<file path="config.mk">
export PLATFORM = sky130hd
export DESIGN_NAME = offnariscv_wb
export DESIGN_NICKNAME = d
export VERILOG_FILES = /design/src/rtl/offnariscv_pkg.sv /design/src/rtl/offnariscv_wb_join.sv /design/src/rtl/offnariscv_wb.sv
export SDC_FILE = /design/constraint.sdc
export NUM_CORES = 1
export LEC_CHECK = 0
export CAP_MARGIN = 40
export CORE_AREA = 5 5 170 172
export DETAILED_ROUTE_END_ITERATION = 16
export DIE_AREA = 0 0 175 177
export DONT_BUFFER_PORTS = 1
export GPL_ROUTABILITY_DRIVEN = 0
export PLACE_DENSITY = 0.35
export SYNTH_ARGS = -nofsm -noshare
export SYNTH_HDL_FRONTEND = slang
export SYNTH_SLANG_ARGS = --single-unit
</file>
<file path="constraint.sdc">
create_clock -name clk -period 10.9 [get_ports clk]
set_clock_uncertainty 0.05 [all_clocks]
set_input_delay 1.09 -clock clk [delete_from_list [all_inputs] [get_ports clk]]
set_output_delay 1.09 -clock clk [all_outputs]
set_load 0.01 [all_outputs]
</file>
<file path="src/rtl/offnariscv_pkg.sv">
// offnariscv_pkg: shared widths, stream beat types and writeback-stage types.
package offnariscv_pkg;

    localparam int XLEN = 32;

    typedef enum logic [4:0] {
        EXC_INSN_MISALIGNED = 5'd0,
        EXC_INSN_FAULT      = 5'd1,
        EXC_ILLEGAL_INSN    = 5'd2,
        EXC_BREAKPOINT      = 5'd3,
        EXC_ECALL_M         = 5'd11
    } exc_code_e;

    typedef enum logic [4:0] {
        INT_SW_M    = 5'd3,
        INT_TIMER_M = 5'd7,
        INT_EXT_M   = 5'd11
    } int_code_e;

    typedef union packed {
        exc_code_e exc;
        int_code_e irq;
    } int_exc_code_u;

    typedef struct packed {
        logic [XLEN-1:0] pc;
        logic            int_exc_valid;
        int_exc_code_u   int_exc_code;
    } if_data_t;

    typedef struct packed {
        logic        alu_cmd_vld;
        logic        bru_cmd_vld;
        logic        sys_cmd_vld;
        logic        mret;
        logic        sret;
        logic [4:0]  rd;
        logic [11:0] csr_addr;
    } id_data_t;

    typedef struct packed {
        logic [XLEN-1:0] mtvec;
        logic [XLEN-1:0] mepc;
        logic [XLEN-1:0] csr_rdata;
    } rf_data_t;

    typedef struct packed {
        if_data_t if_data;
        id_data_t id_data;
        rf_data_t rf_data;
    } exwb_tdata_t;

    typedef struct packed {
        logic [XLEN-1:0] result;
    } aluwb_tdata_t;

    typedef struct packed {
        logic [XLEN-1:0] result;
        logic [XLEN-1:0] new_pc;
        logic            taken;
        logic            jump;
    } bruwb_tdata_t;

    typedef struct packed {
        logic [XLEN-1:0] csr_wdata;
        logic            csr_update;
    } syswb_tdata_t;

    typedef struct packed {
        logic [4:0]      rd;
        logic [XLEN-1:0] wdata;
    } wbrf_tdata_t;

    typedef enum logic [0:0] {
        WB_RUN  = 1'b0,
        WB_KILL = 1'b1
    } wb_state_e;

    typedef struct packed {
        logic            valid;
        logic [XLEN-1:0] pc;
    } redirect_t;

endpackage

</file>
<file path="src/rtl/offnariscv_wb_join.sv">
// offnariscv_wb_join: combinational unit select, stream join and commit/redirect/CSR decode.
module offnariscv_wb_join
    import offnariscv_pkg::*;
(
    input  logic            can_accept_i,
    input  logic            exwb_valid_i,
    input  exwb_tdata_t     exwb_i,
    input  logic            alu_valid_i,
    input  aluwb_tdata_t    alu_i,
    input  logic            bru_valid_i,
    input  bruwb_tdata_t    bru_i,
    input  logic            sys_valid_i,
    input  syswb_tdata_t    sys_i,
    output logic            exwb_ready_o,
    output logic            alu_ready_o,
    output logic            bru_ready_o,
    output logic            sys_ready_o,
    output logic            accept_o,
    output wbrf_tdata_t     wbrf_o,
    output redirect_t       redirect_o,
    output logic            trap_o,
    output int_exc_code_u   cause_o,
    output logic            csr_we_o,
    output logic [XLEN-1:0] csr_wdata_o
);

    logic exc, alu, bru, sys, mret, unit_vld, writes;

    // An exception beat carries no unit result, so it never selects a unit.
    assign exc      = exwb_i.if_data.int_exc_valid;
    assign alu      = !exc && exwb_i.id_data.alu_cmd_vld;
    assign bru      = !exc && exwb_i.id_data.bru_cmd_vld;
    assign sys      = !exc && exwb_i.id_data.sys_cmd_vld;
    assign mret     = sys && exwb_i.id_data.mret;
    assign unit_vld = alu ? alu_valid_i : bru ? bru_valid_i : sys ? sys_valid_i : 1'b1;

    assign accept_o     = can_accept_i && exwb_valid_i && unit_vld;
    assign exwb_ready_o = accept_o;
    assign alu_ready_o  = accept_o && alu;
    assign bru_ready_o  = accept_o && bru;
    assign sys_ready_o  = accept_o && sys;

    // SRET is unsupported and retires as an illegal-instruction trap.
    assign trap_o = exc || (sys && exwb_i.id_data.sret);
    assign writes = !trap_o && (alu || (bru && bru_i.jump) || sys);

    assign wbrf_o.rd    = writes ? exwb_i.id_data.rd : 5'd0;
    assign wbrf_o.wdata = alu ? alu_i.result : bru ? bru_i.result :
                          sys ? exwb_i.rf_data.csr_rdata : '0;

    assign redirect_o.valid = trap_o || mret || (bru && bru_i.taken);
    assign redirect_o.pc    = trap_o ? exwb_i.rf_data.mtvec :
                              mret ? exwb_i.rf_data.mepc : bru_i.new_pc;

    always_comb begin
        cause_o = exwb_i.if_data.int_exc_code;
        if (!exc) cause_o.exc = EXC_ILLEGAL_INSN;
    end

    assign csr_we_o    = sys && sys_i.csr_update && !trap_o;
    assign csr_wdata_o = sys_i.csr_wdata;

endmodule

</file>
<file path="src/rtl/offnariscv_wb.sv">
// offnariscv_wb: in-order writeback/commit stage with redirect, trap and CSR-write pulses.
// Optional OFFNARISCV_WB_INSTRET_EN adds a 64-bit retired-instruction counter output.
module offnariscv_wb
    import offnariscv_pkg::*;
(
    input  logic            clk,
    input  logic            rst,
    input  logic            s_exwb_tvalid,
    output logic            s_exwb_tready,
    input  exwb_tdata_t     s_exwb_tdata,
    input  logic            s_aluwb_tvalid,
    output logic            s_aluwb_tready,
    input  aluwb_tdata_t    s_aluwb_tdata,
    input  logic            s_bruwb_tvalid,
    output logic            s_bruwb_tready,
    input  bruwb_tdata_t    s_bruwb_tdata,
    input  logic            s_syswb_tvalid,
    output logic            s_syswb_tready,
    input  syswb_tdata_t    s_syswb_tdata,
    output logic            m_wbrf_tvalid,
    input  logic            m_wbrf_tready,
    output wbrf_tdata_t     m_wbrf_tdata,
    output logic            redirect_valid,
    output logic [XLEN-1:0] redirect_pc,
    output logic            csr_we,
    output logic [11:0]     csr_waddr,
    output logic [XLEN-1:0] csr_wdata,
    output logic            trap_valid,
    output int_exc_code_u   trap_cause,
    output logic [XLEN-1:0] trap_epc
`ifdef OFFNARISCV_WB_INSTRET_EN
    ,
    output logic [63:0]     instret
`endif
);

    wb_state_e       state_q, state_d;
    logic            can_accept, accept, trap, csr_we_n;
    wbrf_tdata_t     wbrf_n, wbrf_q;
    redirect_t       redir;
    int_exc_code_u   cause_n, cause_q;
    logic [XLEN-1:0] csr_wdata_n, csr_wdata_q, redirect_pc_q, epc_q;
    logic [11:0]     csr_waddr_q;
    logic            m_valid_q, redirect_valid_q, trap_valid_q, csr_we_q;

    offnariscv_wb_join u_join (
        .can_accept_i (can_accept),
        .exwb_valid_i (s_exwb_tvalid),
        .exwb_i       (s_exwb_tdata),
        .alu_valid_i  (s_aluwb_tvalid),
        .alu_i        (s_aluwb_tdata),
        .bru_valid_i  (s_bruwb_tvalid),
        .bru_i        (s_bruwb_tdata),
        .sys_valid_i  (s_syswb_tvalid),
        .sys_i        (s_syswb_tdata),
        .exwb_ready_o (s_exwb_tready),
        .alu_ready_o  (s_aluwb_tready),
        .bru_ready_o  (s_bruwb_tready),
        .sys_ready_o  (s_syswb_tready),
        .accept_o     (accept),
        .wbrf_o       (wbrf_n),
        .redirect_o   (redir),
        .trap_o       (trap),
        .cause_o      (cause_n),
        .csr_we_o     (csr_we_n),
        .csr_wdata_o  (csr_wdata_n)
    );

    always_ff @(posedge clk) begin
        if (rst) state_q <= WB_RUN;
        else     state_q <= state_d;
    end

    // KILL lasts exactly one cycle: the window in which upstream sees the redirect pulse.
    always_comb begin
        state_d = (state_q == WB_RUN && accept && redir.valid) ? WB_KILL : WB_RUN;
    end

    always_comb begin
        can_accept = (state_q == WB_RUN) && (!m_valid_q || m_wbrf_tready);
    end

    always_ff @(posedge clk) begin
        if (rst) begin
            m_valid_q        <= 1'b0;
            redirect_valid_q <= 1'b0;
            trap_valid_q     <= 1'b0;
            csr_we_q         <= 1'b0;
        end else begin
            m_valid_q        <= accept || (m_valid_q && !m_wbrf_tready);
            redirect_valid_q <= accept && redir.valid;
            trap_valid_q     <= accept && trap;
            csr_we_q         <= accept && csr_we_n;
        end
    end

    always_ff @(posedge clk) begin
        if (accept) begin
            wbrf_q        <= wbrf_n;
            redirect_pc_q <= redir.pc;
            cause_q       <= cause_n;
            epc_q         <= s_exwb_tdata.if_data.pc;
            csr_waddr_q   <= s_exwb_tdata.id_data.csr_addr;
            csr_wdata_q   <= csr_wdata_n;
        end
    end

    assign m_wbrf_tvalid  = m_valid_q;
    assign m_wbrf_tdata   = wbrf_q;
    assign redirect_valid = redirect_valid_q;
    assign redirect_pc    = redirect_pc_q;
    assign trap_valid     = trap_valid_q;
    assign trap_cause     = cause_q;
    assign trap_epc       = epc_q;
    assign csr_we         = csr_we_q;
    assign csr_waddr      = csr_waddr_q;
    assign csr_wdata      = csr_wdata_q;

`ifdef OFFNARISCV_WB_INSTRET_EN
    logic [63:0] instret_q;

    always_ff @(posedge clk) begin
        if (rst)                 instret_q <= '0;
        else if (accept && !trap) instret_q <= instret_q + 64'd1;
    end

    assign instret = instret_q;
`endif

`ifndef SYNTHESIS
    logic [6:0] orphan_q;
    logic       orphan;

    // A unit result waiting with no EX beat that selects it points at a lost or misordered beat.
    assign orphan = (s_aluwb_tvalid && !(s_exwb_tvalid && s_exwb_tdata.id_data.alu_cmd_vld)) ||
                    (s_bruwb_tvalid && !(s_exwb_tvalid && s_exwb_tdata.id_data.bru_cmd_vld)) ||
                    (s_syswb_tvalid && !(s_exwb_tvalid && s_exwb_tdata.id_data.sys_cmd_vld));

    always_ff @(posedge clk) begin
        if (rst || !orphan)         orphan_q <= '0;
        else if (orphan_q != 7'h7f) orphan_q <= orphan_q + 7'd1;
    end

    always_ff @(posedge clk) begin
        if (!rst && s_exwb_tvalid)
            assert ($countones({s_exwb_tdata.id_data.alu_cmd_vld, s_exwb_tdata.id_data.bru_cmd_vld,
                                s_exwb_tdata.id_data.sys_cmd_vld}) <= 1);
        if (!rst) assert (orphan_q <= 7'd64);
    end
`endif

endmodule
</file>
==> summary.md <==
| Metric | Value |
|---|---|
| Outcome | finished, final reports clean |
| Start point of the critical path | s_exwb_tdata[116] |
| Largest net degree at the start of global routing | 70 |
| CP startpoint kind | input pin |
| Hold Fails Final Rpt | 0 |
| Dpl cell area | around 6500 um^2 |
| R2R Setup Slk | 8.31 ns |
| Worst Path Arrival | approximately 2.2 ns |
| Fraction of layout instances using a drive strength above 1 | approximately 11% |
| First-pass GRT wire length | between 20 and 25 mm |
| Final #Nets | slightly above 700 |
| Unrepaired setup endpoints after global routing | false |
| Post-CTS resize count | 0 |
| Sequential area share after synthesis | around 74% |
| Syn nets | roughly 710 |
| CTS tree | built |
| Chip Height | 177 um |
| Final WS setup | approximately 7.5 ns |
| Synth area leaders | edfxtp_1 (72%), a21oi_1 (5.2%), mux2i_1 (5.1%) |
| Initial DRC Count | around 190 |
| DR pass1 iterations | 4 |
| Routed wire length per instance | 23.1 um |
| Commonest cells after routing, fill and taps aside | edfxtp_1 (150), nor2_1 (64), a21oi_1 (64) |
| Cell count after synthesis | 414 |
| Clock Pin Slew Worst Setup and Hold Paths | about 0.060 ns |
| WHS | ~0.64 ns |
| Detailed-route DRC error count | 0 |
| Vias in the first global route | approximately 3.6k |
| Worst relative slew slack | around 44% |
| Fin crit share | ~31% |
| Core Rows | between 60 and 70 |
| Setup bufs post-CTS | 0 |
| Cell taking the most area after synthesis | edfxtp_1 |
| GRT Util Overall | a little over a tenth |
| WP data required | 9.76 ns |
| CTS sink cnt | approximately 160 |
| Setup CP Type | input pin to output port |
| Yosys cell types | 31 |
| Final min period | roughly 3.4 ns |
| Power per cell area | between 150 and 200 nW/um^2 |
| Final std cells w/o fill | ~770 |
| Max Cap Viol | 0 |
| HP Class | register to register |
| Synth Warn # | 0 |
| Netlist Area Pre-Place | between 6000 and 7000 um^2 |
| Final setup vio count | 0 |
| CTS Hold Bufs | 0 |
| Routed WL | 17.8 mm |
| CP Max Fanout | 21 |
| Reg2Reg Depth | 5 |
| DR vias | ~3.5k |
| Maximum clock frequency | approximately 300 MHz |
| CP endpoint kind | output port |
| H-tree level count | 4 |
| Placeable Area | approximately 27000 um^2 |
| N_diodes | 0 |
| Most common cell after layout, fill and taps aside | edfxtp_1 |
| Post-place setup slack | ~7.5 ns |
| Maximum VDD drop | between 0.08 and 0.09 mV |
| Initial antenna violation count | 1 |
| Die area | ~31000 um^2 |
| Clock root cell | clkbuf_16 |
| Num ports | ~450 |
| Worst reg2reg endpoint | redirect_pc[19] |
| Design Area, Final | 7100 um^2 |
| Antenna viol nets, final | 0 |
| TritonCTS Buffers | 17 |
| Insertion delay to the later sink of the worst-skew pair | 0.41 ns |
| Detail Placement HPWL | 14.0 mm |
| Clock buffer depth | 2 |
| Synthesis-to-layout area growth | 14.2% |
| Final Max Slew Viols | 0 |
| Synth top area share | between 70% and 80% |
| Leak pwr | 2.45 nW |
| Total grt overflow | 0 |
| Port bufs | 0 |
| Setup TNS | 0 ns |
| Die width | 175 um |
| Initial Utilization | between 20% and 30% |
| Drt via density | approximately 4.5 |
| Avg Inst Size Synth | ~15 um^2 |
| Critical Path End | s_exwb_tready |
| Placed cell count | between 700 and 800 |
| Worst-margin pin slew | ~0.85 ns |
| FF+latch count, synth | 155 |
| FF-to-FF Start | m_wbrf_tvalid |
==> Yosys cell counts, drive strengths merged <==
library cell / n
nand3b: 2
or4b: 1
nor2: 65
or2: 1
edfxtp: 150
clkbuf: 3
a211oi: 2
buf: 23
o21a: 1
and2: 9
nor3: 2
dfxtp: 5
nand2b: 3
nand3: 1
a21oi: 65
inv: 2
nor4: 4
o2111ai: 1
a22oi: 32
nor2b: 4
o21ai: 1
o31ai: 1
nand2: 1
mux2i: 32
nor3b: 3
==> worst min path at each step <==
stage	startpoint	endpoint	slack [ns]	cells after the start
CTS	state_q	trap_valid	0.65	3
detailed placement	state_q	trap_valid	0.62	3
global placement	state_q	trap_valid	0.64	3
global route	rst	state_q	0.67	1
floorplan	state_q	trap_valid	0.53	3
finish	state_q	trap_valid	0.64	3
==> metal layers <==
metal	global-route usage [%]	vias up	part of all wire [%]
li1	-	1577	-
met1	10.7	1617	35
met2	19.0	252	53
met3	4.91	11	9.9
met4	3.47	0	1.4
met5	0	-	0
==> stage by stage <==
stage	utilization, %	total power [mW]
finish	26.0	1.40
global route	26.0	1.47
CTS	26.0	1.43
detailed placement	24.0	0.857
global placement	23.9	0.855
floorplan	-	0.835
==> layout make-up <==
cell class,instances,area (um^2)
Fill cell,2811,20200
Sequential cell,155,4600
Multi-Input combinational cell,231,1440
Tap cell,346,433
Clock buffer,17,425
Clock inverter,14,129
Timing Repair Buffer,7,67.6
Inverter,2,7.51
==> critical path, stage by stage <==
cell and delay (ns):
nor3b_4 0.37, nor3b_4 0.45, nor2_4 0.06, buf_4 0.26
==> cell families (layout without fill, tap and decap cells) <==
group | after synthesis | after routing | synth area share, %
buffers and inverters | 28 | 40 | 3.26
and+or+nand+nor | 96 | 96 | 7.66
DFF | 155 | 155 | 74.0
muxes | 32 | 32 | 5.15
AOI/OAI and AO/OA | 103 | 103 | 9.90
==> registers in the layout (all words and copies together) (netlist names) <==
signal and cells:
csr_we 1, state_q 1, trap_epc 32, m_wbrf_tdata 37, redirect_valid 1, redirect_pc 32
csr_wdata 32, m_wbrf_tvalid 1, trap_valid 1, trap_cause 5, csr_waddr 12
==> where the power goes <==
part | internal [mW] | leakage (nW) | switching [mW] | total [mW]
combinational | 0.0248 | 0.722 | 0.0538 | 0.0787
clock | 0.299 | 0.256 | 0.261 | 0.560
sequential | 0.716 | 1.47 | 0.0437 | 0.760
total | 1.04 | 2.45 | 0.359 | 1.40
Power figures use the tool's default switching activity.
